## config.mk

```make
export PLATFORM = sky130hd
export DESIGN_NAME = multicycle_control
export DESIGN_NICKNAME = d
export VERILOG_FILES = /design/src/rtl/multicycle_control.sv
export SDC_FILE = /design/constraint.sdc
export NUM_CORES = 1
export LEC_CHECK = 0
export ABC_CLOCK_PERIOD_IN_PS = 4000
export BUFFER_PORTS_ARGS = -buffer_cell sky130_fd_sc_hd__buf_4
export CAP_MARGIN = 20
export CORE_MARGIN = 3
export CORE_UTILIZATION = 45
export DETAILED_ROUTE_END_ITERATION = 6
export PLACE_DENSITY = 0.8
export SLEW_MARGIN = 20
export SYNTH_ARGS = -nofsm -noshare
export SYNTH_HDL_FRONTEND = slang
export SYNTH_SLANG_ARGS = --single-unit
export TNS_END_PERCENT = 20
```

## constraint.sdc

```tcl
create_clock -name i_clk -period 4 [get_ports i_clk]
set_clock_uncertainty 0.05 [all_clocks]
set_input_delay 0.4 -clock i_clk [delete_from_list [all_inputs] [get_ports i_clk]]
set_output_delay 0.4 -clock i_clk [all_outputs]
set_load 0.1 [all_outputs]
```

## src/rtl/multicycle_control.sv

```systemverilog
// Multi-cycle MIPS32 main controller: Moore FSM sequencing fetch/decode/execute/memory/writeback.
// Optional MULTICYCLE_CTRL_ILLEGAL_TRAP_EN: unknown opcodes halt the FSM and raise o_illegal.
module multicycle_control (
  input  logic       i_clk,
  input  logic       i_rst_n,
  input  logic [5:0] i_opcode,
  input  logic [5:0] i_funct,
  input  logic       i_mem_ready,
  output logic       o_pc_write,
  output logic       o_pc_write_cond,
  output logic       o_iord,
  output logic       o_mem_read,
  output logic       o_mem_write,
  output logic       o_ir_write,
  output logic       o_reg_write,
  output logic [1:0] o_reg_dst,
  output logic [1:0] o_mem_to_reg,
  output logic       o_alu_src_a,
  output logic [1:0] o_alu_src_b,
  output logic [1:0] o_pc_source,
  output logic       o_instr_done,
  output logic [3:0] o_state,
  output logic       o_illegal
);

  localparam int unsigned OP_W  = 6;
  localparam int unsigned ST_W  = 4;
  localparam int unsigned SEL_W = 2;

  localparam logic [OP_W-1:0] OP_RTYPE = 6'b000000;
  localparam logic [OP_W-1:0] OP_J     = 6'b000010;
  localparam logic [OP_W-1:0] OP_JAL   = 6'b000011;
  localparam logic [OP_W-1:0] OP_BEQ   = 6'b000100;
  localparam logic [OP_W-1:0] OP_BNE   = 6'b000101;
  localparam logic [OP_W-1:0] OP_ADDI  = 6'b001000;
  localparam logic [OP_W-1:0] OP_SLTI  = 6'b001010;
  localparam logic [OP_W-1:0] OP_SLTIU = 6'b001011;
  localparam logic [OP_W-1:0] OP_ANDI  = 6'b001100;
  localparam logic [OP_W-1:0] OP_ORI   = 6'b001101;
  localparam logic [OP_W-1:0] OP_XORI  = 6'b001110;
  localparam logic [OP_W-1:0] OP_LUI   = 6'b001111;
  localparam logic [OP_W-1:0] OP_LW    = 6'b100011;
  localparam logic [OP_W-1:0] OP_SW    = 6'b101011;
  localparam logic [OP_W-1:0] FN_JR    = 6'b001000;

  localparam logic [SEL_W-1:0] SRCB_REG   = 2'b00;
  localparam logic [SEL_W-1:0] SRCB_FOUR  = 2'b01;
  localparam logic [SEL_W-1:0] SRCB_IMM   = 2'b10;
  localparam logic [SEL_W-1:0] SRCB_IMMSH = 2'b11;

  localparam logic [SEL_W-1:0] DST_RT = 2'b00;
  localparam logic [SEL_W-1:0] DST_RD = 2'b01;
  localparam logic [SEL_W-1:0] DST_RA = 2'b10;

  localparam logic [SEL_W-1:0] WB_ALUOUT = 2'b00;
  localparam logic [SEL_W-1:0] WB_MDR    = 2'b01;
  localparam logic [SEL_W-1:0] WB_PC     = 2'b10;

  localparam logic [SEL_W-1:0] PCS_ALU    = 2'b00;
  localparam logic [SEL_W-1:0] PCS_ALUOUT = 2'b01;
  localparam logic [SEL_W-1:0] PCS_JUMP   = 2'b10;
  localparam logic [SEL_W-1:0] PCS_RS     = 2'b11;

  typedef enum logic [ST_W-1:0] {
    S_FETCH     = 4'd0,
    S_DECODE    = 4'd1,
    S_MEM_ADDR  = 4'd2,
    S_MEM_READ  = 4'd3,
    S_MEM_WB    = 4'd4,
    S_MEM_WRITE = 4'd5,
    S_R_EXEC    = 4'd6,
    S_R_WB      = 4'd7,
    S_BRANCH    = 4'd8,
    S_JUMP      = 4'd9,
    S_I_EXEC    = 4'd10,
    S_I_WB      = 4'd11,
    S_JAL       = 4'd12,
    S_JR        = 4'd13,
    S_UNUSED    = 4'd14,
    S_HALT      = 4'd15
  } state_t;

  state_t r_state;
  state_t w_next_state;
  state_t w_decode_state;
  logic   w_is_illegal;

  logic             w_pc_write;
  logic             w_pc_write_cond;
  logic             w_iord;
  logic             w_mem_read;
  logic             w_mem_write;
  logic             w_ir_write;
  logic             w_reg_write;
  logic [SEL_W-1:0] w_reg_dst;
  logic [SEL_W-1:0] w_mem_to_reg;
  logic             w_alu_src_a;
  logic [SEL_W-1:0] w_alu_src_b;
  logic [SEL_W-1:0] w_pc_source;
  logic             w_instr_done;

  // State register; reset is synchronous and always lands in FETCH.
  always_ff @(posedge i_clk) begin
    if (!i_rst_n) begin
      r_state <= S_FETCH;
    end else begin
      r_state <= w_next_state;
    end
  end

  // Opcode dispatch used by DECODE.
  always_comb begin
    w_decode_state = S_FETCH;
    w_is_illegal   = 1'b0;
    case (i_opcode)
      OP_LW, OP_SW:   w_decode_state = S_MEM_ADDR;
      OP_RTYPE:       w_decode_state = (i_funct == FN_JR) ? S_JR : S_R_EXEC;
      OP_BEQ, OP_BNE: w_decode_state = S_BRANCH;
      OP_ADDI, OP_SLTI, OP_SLTIU, OP_ANDI,
      OP_ORI, OP_XORI, OP_LUI:
                      w_decode_state = S_I_EXEC;
      OP_J:           w_decode_state = S_JUMP;
      OP_JAL:         w_decode_state = S_JAL;
      default:        w_is_illegal   = 1'b1;
    endcase
  end

  // Next-state and Moore output decode.
  always_comb begin
    w_next_state    = r_state;
    w_pc_write      = 1'b0;
    w_pc_write_cond = 1'b0;
    w_iord          = 1'b0;
    w_mem_read      = 1'b0;
    w_mem_write     = 1'b0;
    w_ir_write      = 1'b0;
    w_reg_write     = 1'b0;
    w_reg_dst       = DST_RT;
    w_mem_to_reg    = WB_ALUOUT;
    w_alu_src_a     = 1'b0;
    w_alu_src_b     = SRCB_REG;
    w_pc_source     = PCS_ALU;
    w_instr_done    = 1'b0;

    case (r_state)
      S_FETCH: begin
        w_mem_read  = 1'b1;
        w_alu_src_b = SRCB_FOUR;
        if (i_mem_ready) begin
          w_ir_write   = 1'b1;
          w_pc_write   = 1'b1;
          w_next_state = S_DECODE;
        end
      end
      S_DECODE: begin
        w_alu_src_b = SRCB_IMMSH;
        if (w_is_illegal) begin
`ifdef MULTICYCLE_CTRL_ILLEGAL_TRAP_EN
          w_next_state = S_HALT;
`else
          w_instr_done = 1'b1;
          w_next_state = S_FETCH;
`endif
        end else begin
          w_next_state = w_decode_state;
        end
      end
      S_MEM_ADDR: begin
        w_alu_src_a  = 1'b1;
        w_alu_src_b  = SRCB_IMM;
        w_next_state = (i_opcode == OP_SW) ? S_MEM_WRITE : S_MEM_READ;
      end
      S_MEM_READ: begin
        w_mem_read = 1'b1;
        w_iord     = 1'b1;
        if (i_mem_ready) begin
          w_next_state = S_MEM_WB;
        end
      end
      S_MEM_WB: begin
        w_reg_write  = 1'b1;
        w_reg_dst    = DST_RT;
        w_mem_to_reg = WB_MDR;
        w_instr_done = 1'b1;
        w_next_state = S_FETCH;
      end
      S_MEM_WRITE: begin
        w_mem_write = 1'b1;
        w_iord      = 1'b1;
        if (i_mem_ready) begin
          w_instr_done = 1'b1;
          w_next_state = S_FETCH;
        end
      end
      S_R_EXEC: begin
        w_alu_src_a  = 1'b1;
        w_alu_src_b  = SRCB_REG;
        w_next_state = S_R_WB;
      end
      S_R_WB: begin
        w_reg_write  = 1'b1;
        w_reg_dst    = DST_RD;
        w_instr_done = 1'b1;
        w_next_state = S_FETCH;
      end
      S_BRANCH: begin
        w_alu_src_a     = 1'b1;
        w_pc_write_cond = 1'b1;
        w_pc_source     = PCS_ALUOUT;
        w_instr_done    = 1'b1;
        w_next_state    = S_FETCH;
      end
      S_JUMP: begin
        w_pc_write   = 1'b1;
        w_pc_source  = PCS_JUMP;
        w_instr_done = 1'b1;
        w_next_state = S_FETCH;
      end
      S_I_EXEC: begin
        w_alu_src_a  = 1'b1;
        w_alu_src_b  = SRCB_IMM;
        w_next_state = S_I_WB;
      end
      S_I_WB: begin
        w_reg_write  = 1'b1;
        w_reg_dst    = DST_RT;
        w_instr_done = 1'b1;
        w_next_state = S_FETCH;
      end
      S_JAL: begin
        w_pc_write   = 1'b1;
        w_pc_source  = PCS_JUMP;
        w_reg_write  = 1'b1;
        w_reg_dst    = DST_RA;
        w_mem_to_reg = WB_PC;
        w_instr_done = 1'b1;
        w_next_state = S_FETCH;
      end
      S_JR: begin
        w_pc_write   = 1'b1;
        w_pc_source  = PCS_RS;
        w_instr_done = 1'b1;
        w_next_state = S_FETCH;
      end
`ifdef MULTICYCLE_CTRL_ILLEGAL_TRAP_EN
      S_HALT: begin
        w_next_state = S_HALT;
      end
`endif
      // Unreachable encodings recover to FETCH.
      default: begin
        w_next_state = S_FETCH;
      end
    endcase
  end

  // Strobes and requests are suppressed in any cycle where reset is asserted.
  assign o_pc_write      = w_pc_write      & i_rst_n;
  assign o_pc_write_cond = w_pc_write_cond & i_rst_n;
  assign o_mem_read      = w_mem_read      & i_rst_n;
  assign o_mem_write     = w_mem_write     & i_rst_n;
  assign o_ir_write      = w_ir_write      & i_rst_n;
  assign o_reg_write     = w_reg_write     & i_rst_n;
  assign o_instr_done    = w_instr_done    & i_rst_n;

  assign o_iord       = w_iord;
  assign o_reg_dst    = w_reg_dst;
  assign o_mem_to_reg = w_mem_to_reg;
  assign o_alu_src_a  = w_alu_src_a;
  assign o_alu_src_b  = w_alu_src_b;
  assign o_pc_source  = w_pc_source;
  assign o_state      = r_state;

`ifdef MULTICYCLE_CTRL_ILLEGAL_TRAP_EN
  assign o_illegal = (r_state == S_HALT);
`else
  assign o_illegal = 1'b0;
`endif

endmodule

```

==> results.json, run 1 <==
{
  "final_cells": 151,
  "grt_overflow_total": 0,
  "worst_path_max_delay_cell": "dfxtp_1",
  "yosys.area_share.simple_pct": 43.6,
  "synth_top_family_by_area": "simple AND/OR/NAND/NOR gates",
  "synth-xor-area-share_pct": 3.77,
  "routed-via-count": 902,
  "synth_compound_area_share_pct": 29.8,
  "die_h_um": 45.4,
  "cts_tree": "done",
  "synth_common_cells": "nor2_1, a21oi_1, nand2_1, o21ai_0, nand2b_1",
  "yosysTopAreaCellShare_pct": 11.5,
  "drv_slew": 0,
  "synth_cells": 107,
  "yosysWarnings": 0,
  "antenna_cells": 0,
  "period_share_pct": 58.5,
  "row_count": 13,
  "cts.path.max_buffers": 2,
  "slew_headroom_pct": 52.2,
  "critPathMaxFanout": 18,
  "cellLeakagePower_uw": 0.000407,
  "critical_path.cell_chain": "or2_2 -> nor3_1 -> a21oi_1 -> nor3b_1 -> buf_4",
  "max_freq_mhz": 427,
  "synth_fa_ha_area_share_pct": 0,
  "hp-class": "in2reg",
  "largest_register_ffs": 4,
  "end_kind": "output pin",
  "cts_root_buffer": "clkbuf_4",
  "path_clk_slew_ns": 0.04,
  "grt_pass1_vias": 748,
  "postSynthAreaPerCell_um2": 6.51,
  "initial_utilization_pct": 50.4,
  "seq_area_frac_synth_pct": 11.5,
  "syn-cell-area_um2": 697,
  "path_class": "reg2out",
  "fin_area_um2": 950,
  "dieArea_um2": 2060,
  "avgViaCountPerCell": 5.97,
  "die-width_um": 45.4,
  "drive_gt1_share_pct": 34.6,
  "cp.required_ns": 3.55,
  "crit_buf_inv": 1,
  "grt_max_degree": 23,
  "status": "finished clean",
  "synth_ff_type": "dfxtp_1",
  "drc_errors": 0,
  "synth_edf_count": 0,
  "dp_hpwl_mm": 1.55,
  "async_flop_share_pct": 0,
  "yosysTopAreaCell": "dfxtp_1",
  "drv_cap": 0,
  "hold_viol": 0,
  "ir_worst_vdd_v": 0.0000922,
  "num_io_pins": 37,
  "wl_per_cell_um": 13.7,
  "cp_top_family": "simple AND/OR/NAND/NOR gates",
  "synthDistinctLibCells": 42,
  "multi_input_area_um2": 558,
  "cts_resized": 0,
  "wl_mm": 2.06,
  "nets": 153,
  "cts.htree.levels": 1,
  "power_per_cell_area_nw_per_um2": 196,
  "nFillCells": 130,
  "ys_ff_latch": 4,
  "first_pass_iters": 4,
  "post_cts_buffers": 0,
  "final_antenna_net_count": 0,
  "coreArea_um2": 1380,
  "synth.area.top_cells": "dfxtp_1, nor2_1, a21oi_1",
  "grt.total_usage_pct": 22.3,
  "rsz0062_at_grt": "no",
  "utilization_pct": 68.7,
  "clkSinkCount": 4,
  "post_dp_cell_area_um2": 927,
  "start_kind": "register",
  "synth_nets": 122,
  "cts_made_buffers": 3,
  "drt_iter0_markers": 42,
  "dp_cells": 148,
  "tightest_slew_ns": 0.716,
  "holdBufCountCts": 0,
  "layout_min_cycle_time_ns": 2.34,
  "setup_viol_count_final": 0,
  "area_growth_pct": 36.3,
  "grt_pass1_wl_mm": 3.35,
  "power_uw": 186,
  "place.gp.congestion": 0.844,
  "ff_latch_area_um2": 80.1,
  "synthMostInstantiatedCell": "nor2_1",
  "port_buffers": 35,
  "antenna_found_initial": 0,
  "synthMuxAreaShare_pct": 1.44,
  "arrival_ns": 1.89,
  "clk_latency_ns": 0.24,
  "critPathMaxStageDelay_ns": 0.49
}
[per-stage QoR]
| step | hold slack (ns) | TNS, ns | worst slack (ns) |
|---|---|---|---|
| floorplan | 0.468 | -0.766 | -0.288 |
| detailed placement | 0.666 | 0 | 1.87 |
| CTS | 0.419 | 0 | 1.67 |
| global route | 0.430 | 0 | 1.55 |
| global placement | 0.647 | 0 | 1.96 |
| finish | 0.426 | 0 | 1.66 |
[path summary, 6_finish.rpt]
check,from,end,slack [ns],cells past startpoint
worst max-delay path,o_state[2]$_SDFFE_PN0P_,o_pc_write,1.66,5
worst min-delay path,i_rst_n,o_state[1]$_SDFFE_PN0P_,0.43,2
worst max register to register,o_state[3]$_SDFFE_PN0P_,o_state[2]$_SDFFE_PN0P_,2.08,5
worst min register to register,o_state[1]$_SDFFE_PN0P_,o_state[0]$_SDFFE_PN0P_,0.85,3
[report_power, final]
group / internal, µW / total [µW] / switching (µW)
clock network: 33.7 / 51.6 / 17.9
logic: 27.2 / 88.8 / 61.5
registers: 41.0 / 45.4 / 4.38
total: 102 / 186 / 83.9
[area by class of cell]
cell class                 count  share of cell area, %
multi-input combinational     92                   58.8
inverter                       2                  0.791
timing repair buffer          35                   27.7
tap                           15                   1.98
clock buffer                   3                   2.37
sequential                     4                   8.43
[logic make-up after synthesis]
group	after synthesis
xor gates and xnor gates	3
and+or+nand+nor	56
AOI/OAI and AO/OA	31
other	1
muxes	1
DFF	4
buffers and inverters	11
[cells in the final DEF, fill, tap and decap left out, drive strengths merged, types with 2 or more instances in the layout]
cell type,netlist,routed
and2,2,2
a21boi,3,3
xor2,2,2
nor4,2,2
a21oi,9,9
buf,4,35
nor3b,3,3
o21bai,2,2
nand3,2,2
nor3,4,4
clkbuf,5,3
dfxtp,4,4
nand2b,6,6
inv,2,2
o21ai,8,8
a2111oi,3,3
nor2,17,17
nand2,9,9
[metal layers]
| layer | track usage, % | vias up | routed length [µm] |
|---|---|---|---|
| met4 | 10.5 | 0 | 42 |
| li1 | - | 441 | - |
| met2 | 39.8 | 36 | 1060 |
| met5 | 0 | - | 0 |
| met3 | 2.79 | 5 | 134 |
| met1 | 25.7 | 420 | 828 |
(Power assumes the default switching activity.)
==> inputs of run 2 (changes only) <==
--- a/config.mk
+++ b/config.mk
@@ -5,13 +5,14 @@
 export SDC_FILE = /design/constraint.sdc
 export NUM_CORES = 1
 export LEC_CHECK = 0
-export ABC_CLOCK_PERIOD_IN_PS = 4000
+export ABC_AREA = 1
+export ABC_CLOCK_PERIOD_IN_PS = 2009
 export BUFFER_PORTS_ARGS = -buffer_cell sky130_fd_sc_hd__buf_4
 export CAP_MARGIN = 20
 export CORE_MARGIN = 3
-export CORE_UTILIZATION = 45
+export CORE_UTILIZATION = 38
 export DETAILED_ROUTE_END_ITERATION = 6
-export PLACE_DENSITY = 0.8
+export PLACE_DENSITY = 0.74
 export SLEW_MARGIN = 20
 export SYNTH_ARGS = -nofsm -noshare
 export SYNTH_HDL_FRONTEND = slang
==> constraint.sdc (replaced) <==
create_clock -name i_clk -period 2.01 [get_ports i_clk]
set_clock_uncertainty 0.05 [all_clocks]
set_input_delay 0.201 -clock i_clk [delete_from_list [all_inputs] [get_ports i_clk]]
set_output_delay 0.201 -clock i_clk [all_outputs]
set_load 0.1 [all_outputs]
==> run 2 against run 1 <==
Utilization is 0.63 points higher. Highest routed layer unchanged. Die area is 8.0% higher. Setup slack worse by 1.6 ns. First-iteration DRC count is 29% lower. Sequential power is 120% higher. Via count is 0.33% higher. Register-to-register slack worse by 1.4 ns. Count of clock-buffer cells in the layout is 1 higher.
==> results.json, run 2 <==
{
  "cts_made_buffers": 3,
  "synth_ff_type": "dfxtp_1",
  "final_common_cell": "buf_4",
  "max_freq_mhz": 521,
  "initial_utilization_pct": 41.7,
  "drive_gt1_share_pct": 45.7,
  "end_kind": "output pin",
  "power_per_cell_area_nw_per_um2": 544,
  "synth-xor-area-share_pct": 0,
  "layout_min_cycle_time_ns": 1.92,
  "yosysTopAreaCellShare_pct": 19.3,
  "holdBufCountCts": 0,
  "status": "finished clean",
  "grt.total_usage_pct": 19.5,
  "grt_overflow_total": 0,
  "period_share_pct": 95.4,
  "postSynthAreaPerCell_um2": 5.14,
  "place.gp.congestion": 0.837,
  "dp_hpwl_mm": 1.79,
  "nFillCells": 143,
  "clkSinkCount": 4,
  "holdPathStages": 3,
  "hold-worst-slack_ns": 0.141,
  "yosys.area_share.simple_pct": 58.9,
  "antenna_cells": 0,
  "grt_pass1_wl_mm": 3.22,
  "grt_pass1_vias": 756,
  "nets": 180,
  "seq_area_frac_synth_pct": 12.5,
  "avgViaCountPerCell": 5.03,
  "synth.area.top_cells": "nand2_1, dfxtp_1, nor2_1",
  "rsz0062_at_grt": "no",
  "setup_viol_count_final": 0,
  "place_ws_ns": 0.294,
  "drt_iter0_markers": 30,
  "worst_slack_ns": 0.0922,
  "antenna_found_initial": 0,
  "drv_cap": 0,
  "cts.path.max_buffers": 2,
  "hp-class": "in2reg",
  "dieArea_um2": 2220,
  "synth_nets": 140,
  "routed-via-count": 905,
  "coreArea_um2": 1540,
  "port_buffers": 35,
  "r2r-start": "o_state[1]$_SDFFE_PN0P_",
  "power_uw": 581,
  "drc_errors": 0,
  "ff2ff_path_depth": 7,
  "largest_register_ffs": 4,
  "comb_power_share_pct": 63.3,
  "sw_frac_of_total_pct": 56.0,
  "p_clk_share_pct": 19.8,
  "hold_viol": 0,
  "final_antenna_net_count": 0,
  "path_clk_slew_ns": 0.05,
  "synth_cells": 125,
  "r2r_slack_ns": 0.67,
  "hp-start": "i_rst_n",
  "cp.required_ns": 1.76,
  "cts_tree": "done",
  "final_cell_mix": "buf_4, nand2_1, inv_1, nand3_1",
  "grt_max_degree": 10,
  "area_growth_pct": 66.1,
  "timing.rr.end": "o_state[2]$_SDFFE_PN0P_",
  "num_io_pins": 37,
  "arrival_ns": 1.67,
  "ir_worst_vdd_v": 0.000435,
  "start_kind": "register",
  "multi_input_area_um2": 554,
  "die-width_um": 47.1,
  "synthDistinctLibCells": 22,
  "whs_endpoint": "o_state[1]$_SDFFE_PN0P_",
  "die_h_um": 47.1,
  "synth_edf_count": 0,
  "syn-cell-area_um2": 643,
  "critPathMaxFanout": 5,
  "clk_latency_ns": 0.24,
  "synth_fa_ha_area_share_pct": 0,
  "ys_ff_latch": 4,
  "path_class": "reg2out",
  "cellLeakagePower_uw": 0.000545,
  "wl_mm": 2.10,
  "first_pass_iters": 5,
  "p_switching_uw": 325,
  "yosysTopAreaCell": "nand2_1",
  "synthMuxAreaShare_pct": 0,
  "p_int_uw": 256,
  "synth_compound_area_share_pct": 11.1,
  "synth_common_cells": "nand2_1, nor2_1, inv_1, nand3_1, a21oi_1",
  "synth_top_family_by_area": "simple AND/OR/NAND/NOR gates",
  "utilization_pct": 69.3,
  "cts_root_buffer": "clkbuf_4",
  "async_flop_share_pct": 0,
  "wl_per_cell_um": 11.7,
  "row_count": 14,
  "cts.htree.levels": 1,
  "yosysWarnings": 0,
  "ff_latch_area_um2": 92.6,
  "p_seq_share_pct": 16.9,
  "synthMostInstantiatedCell": "nand2_1",
  "drv_slew": 0
}
## run 2: changes by cell type after synthesis, moves of 3 or more
cell,change
nand4_1,+4
a21boi_0,-3
nand3_1,+9
nand2_1,+24
inv_2,+6
inv_1,+14
nand2_2,+3
nand2b_1,-6
nor3b_1,-3
o21ai_0,-4
nor2_2,+3
clkbuf_1,-4
## run 2: how the worst max path moves through the flow
stage	from	endpoint	slack, ns	depth (start not counted)
floorplan	o_state[3]$_SDFFE_PN0P_	o_pc_write	-0.23	4
global placement	i_opcode[1]	o_instr_done	0.32	8
detailed placement	i_opcode[1]	o_instr_done	0.29	8
CTS	o_state[1]$_SDFFE_PN0P_	o_instr_done	0.05	6
global route	o_state[1]$_SDFFE_PN0P_	o_instr_done	0.02	6
finish	o_state[1]$_SDFFE_PN0P_	o_instr_done	0.09	6
## run 2: logic make-up (layout without fill, tap and decap cells)
| logic type | count (synthesis) | in the layout |
|---|---|---|
| flip-flops | 4 | 4 |
| other | 1 | 1 |
| AND/OR/NAND/NOR | 80 | 80 |
| buffers and inverters | 26 | 65 |
| AO/OA/AOI/OAI | 14 | 14 |
## run 2: per-layer routing
metal / vias up / GRT usage (%) / part of all wire (%) / wire (µm)
met2: 41 / 33.9 / 51 / 1060
met5: - / 0 / 0 / 0
met3: 4 / 0 / 5.7 / 120
met1: 391 / 26.8 / 42 / 891
li1: 469 / - / - / -
met4: 0 / 4.97 / 1.2 / 25
## run 2: repair_timing
item	4_1_cts	5_1_grt
setup buffers	0	0
endpoints found under the hold margin	0	0
endpoints found under the setup margin	0	1
resized for setup	0	1
## run 2: area by class of cell
cell class,instances,share of cell area [%]
clock buffer,4,2.46
inverter,23,8.08
multi-input combinational,95,51.9
sequential,4,8.67
tap,16,1.87
timing repair buffer,38,27.0
## run 2: power groups by stage
| stage | logic (µW) | registers [µW] | clock network, µW |
|---|---|---|---|
| finish | 368 | 98.1 | 115 |
| global route | 388 | 99.4 | 121 |
| CTS | 368 | 97.8 | 117 |
| detailed placement | 366 | 99.4 | 0 |
| global placement | 362 | 99.1 | 0 |
| floorplan | 262 | 126 | 0 |
## run 2: worst max-delay path, stage by stage (launching register included)
cell and delay (ns):
dfxtp_4 0.36, inv_2 0.12, nand2_2 0.12, nor2_2 0.22
nand3b_1 0.16, a21oi_4 0.18, buf_6 0.25
## run 2: per-stage QoR
stage	cells	setup TNS (ns)	instance area, µm²
after global routing	180	0	1070
final	180	0	1070
after CTS	180	0	1060
after detailed placement	176	0	1040
after floorplan	125	-0.629	759
after global placement	176	0	1040
==> inputs of run 3 (changes only) <==
==> constraint.sdc (replaced) <==
create_clock -name i_clk -period 2.01 [get_ports i_clk]
set_clock_uncertainty 0.05 [all_clocks]
set_input_delay 0.402 -clock i_clk [delete_from_list [all_inputs] [get_ports i_clk]]
set_output_delay 0.402 -clock i_clk [all_outputs]
set_load 0.1 [all_outputs]
==> run 3 against run 2 <==
Fmax fell by 0.73%. Cell count up 3.3%. Clock power shrank 9%.
==> results.json, run 3 (synthesized netlist as in run 2, its figures left out) <==
{
  "status": "finished clean",
  "nets": 187,
  "wl_mm": 2.17,
  "place.gp.congestion": 0.828,
  "path_class": "reg2out",
  "antenna_cells": 0,
  "drv_cap": 0,
  "period_share_pct": 96.1,
  "hold_viol": 0,
  "sw_frac_of_total_pct": 54.9,
  "power_per_cell_area_nw_per_um2": 515,
  "die_h_um": 47.1,
  "p_clk_share_pct": 17.3,
  "path_clk_slew_ns": 0.04,
  "final_cells": 186,
  "grt_max_degree": 11,
  "critPathLaunch": "o_state[1]$_SDFFE_PN0P_",
  "cp.required_ns": 1.56,
  "cts_tree": "done",
  "grt_overflow_total": 0,
  "drc_errors": 0,
  "cts.htree.levels": 1,
  "dp_cells": 180,
  "port_buffers": 35,
  "ff2ff_path_depth": 8,
  "final_cell_mix": "buf_4, nand2_1, inv_1, nand3_1, nor2_1",
  "drive_gt1_share_pct": 50.6,
  "dieArea_um2": 2220,
  "dp_hpwl_mm": 1.75,
  "rsz0062_at_grt": "no",
  "p_seq_share_pct": 15.7,
  "grt_pass1_wl_mm": 3.25,
  "die-width_um": 47.1,
  "row_count": 14,
  "wl_per_cell_um": 11.7,
  "multi_input_area_um2": 584,
  "timing.rr.end": "o_state[2]$_SDFFE_PN0P_",
  "cts.path.max_buffers": 2,
  "max_freq_mhz": 518,
  "clkSinkCount": 4,
  "num_io_pins": 37,
  "holdBufCountCts": 0,
  "setup_viol_count_final": 0,
  "arrival_ns": 1.48,
  "antenna_found_initial": 0,
  "hold-worst-slack_ns": 0.341,
  "grt_pass1_vias": 807,
  "first_pass_iters": 4,
  "p_switching_uw": 334,
  "coreArea_um2": 1540,
  "cts_made_buffers": 3,
  "post_dp_cell_area_um2": 1080,
  "ff_latch_area_um2": 95.1,
  "cellLeakagePower_uw": 0.000592,
  "cp-endpoint": "o_instr_done",
  "drv_slew": 0,
  "routed-via-count": 945,
  "start_kind": "register",
  "p_int_uw": 274,
  "layout_min_cycle_time_ns": 1.93,
  "area_growth_pct": 83.7,
  "end_kind": "output pin",
  "cts_root_buffer": "clkbuf_4",
  "grt.total_usage_pct": 21.1,
  "largest_register_ffs": 4,
  "comb_power_share_pct": 67.0,
  "r2r_slack_ns": 0.65,
  "nFillCells": 127,
  "initial_utilization_pct": 41.7,
  "clk_latency_ns": 0.24,
  "utilization_pct": 76.6,
  "hp-class": "in2reg",
  "avgViaCountPerCell": 5.08,
  "fin_area_um2": 1180,
  "critPathMaxFanout": 5,
  "fin_setup_tns_ns": 0,
  "drt_iter0_markers": 23,
  "r2r-start": "o_state[1]$_SDFFE_PN0P_",
  "final_common_cell": "buf_4",
  "ir_worst_vdd_v": 0.000411,
  "final_antenna_net_count": 0
}
-- run 3: worst min path at each step --
stage	to	slack, ns	from	cells past startpoint
after floorplan	o_state[1]$_SDFFE_PN0P_	0.45	i_rst_n	2
after global placement	o_state[0]$_SDFFE_PN0P_	0.51	o_state[0]$_SDFFE_PN0P_	2
after detailed placement	o_state[0]$_SDFFE_PN0P_	0.51	o_state[0]$_SDFFE_PN0P_	2
after CTS	o_state[1]$_SDFFE_PN0P_	0.34	i_rst_n	3
after global routing	o_state[1]$_SDFFE_PN0P_	0.34	i_rst_n	3
final	o_state[1]$_SDFFE_PN0P_	0.34	i_rst_n	3
-- run 3: what timing repair did --
action	in CTS	in global routing
buffers inserted	0	3
pin swaps	0	1
setup endpoints to repair	3	5
resized for setup	5	9
-- run 3: final cells by class --
class / instances / area share [%]
flip-flops and latches: 4 / 8.05
well taps: 16 / 1.69
clock buffers: 3 / 1.91
repair buffers: 45 / 31.4
multi-input cells: 95 / 49.5
inverters: 23 / 7.52
-- run 3: metrics by stage --
stage,setup slack (ns),power (µW)
2_1_floorplan,-0.226,387
3_3_place_gp,0.0493,471
3_5_place_dp,0.0123,475
4_1_cts,0.00685,587
5_1_grt,0.00363,640
6_report,0.0780,608
-- run 3: power groups by stage --
stage,Clock [µW],Combinational [µW],Sequential (µW)
2_1_floorplan,0,262,125
3_3_place_gp,0,373,98.1
3_5_place_dp,0,377,98.2
4_1_cts,106,384,96.9
5_1_grt,115,429,95.6
6_report,105,408,95.3
-- run 3: critical path, cell delays in order (launching register included) --
cell     delay [ns]
dfxtp_4        0.36
inv_2          0.13
nand2_1        0.13
a21oi_2        0.17
nor3_2         0.08
a21oi_4        0.17
buf_12         0.19
-- run 3: layer usage --
layer  routed length [µm]  vias to the layer above  GRT usage, %
met5                    0                        -             0
met4                   61                        0          12.2
met3                  106                        6          4.21
met2                 1060                       33          36.0
met1                  944                      422          24.3
li1                     -                      484             -
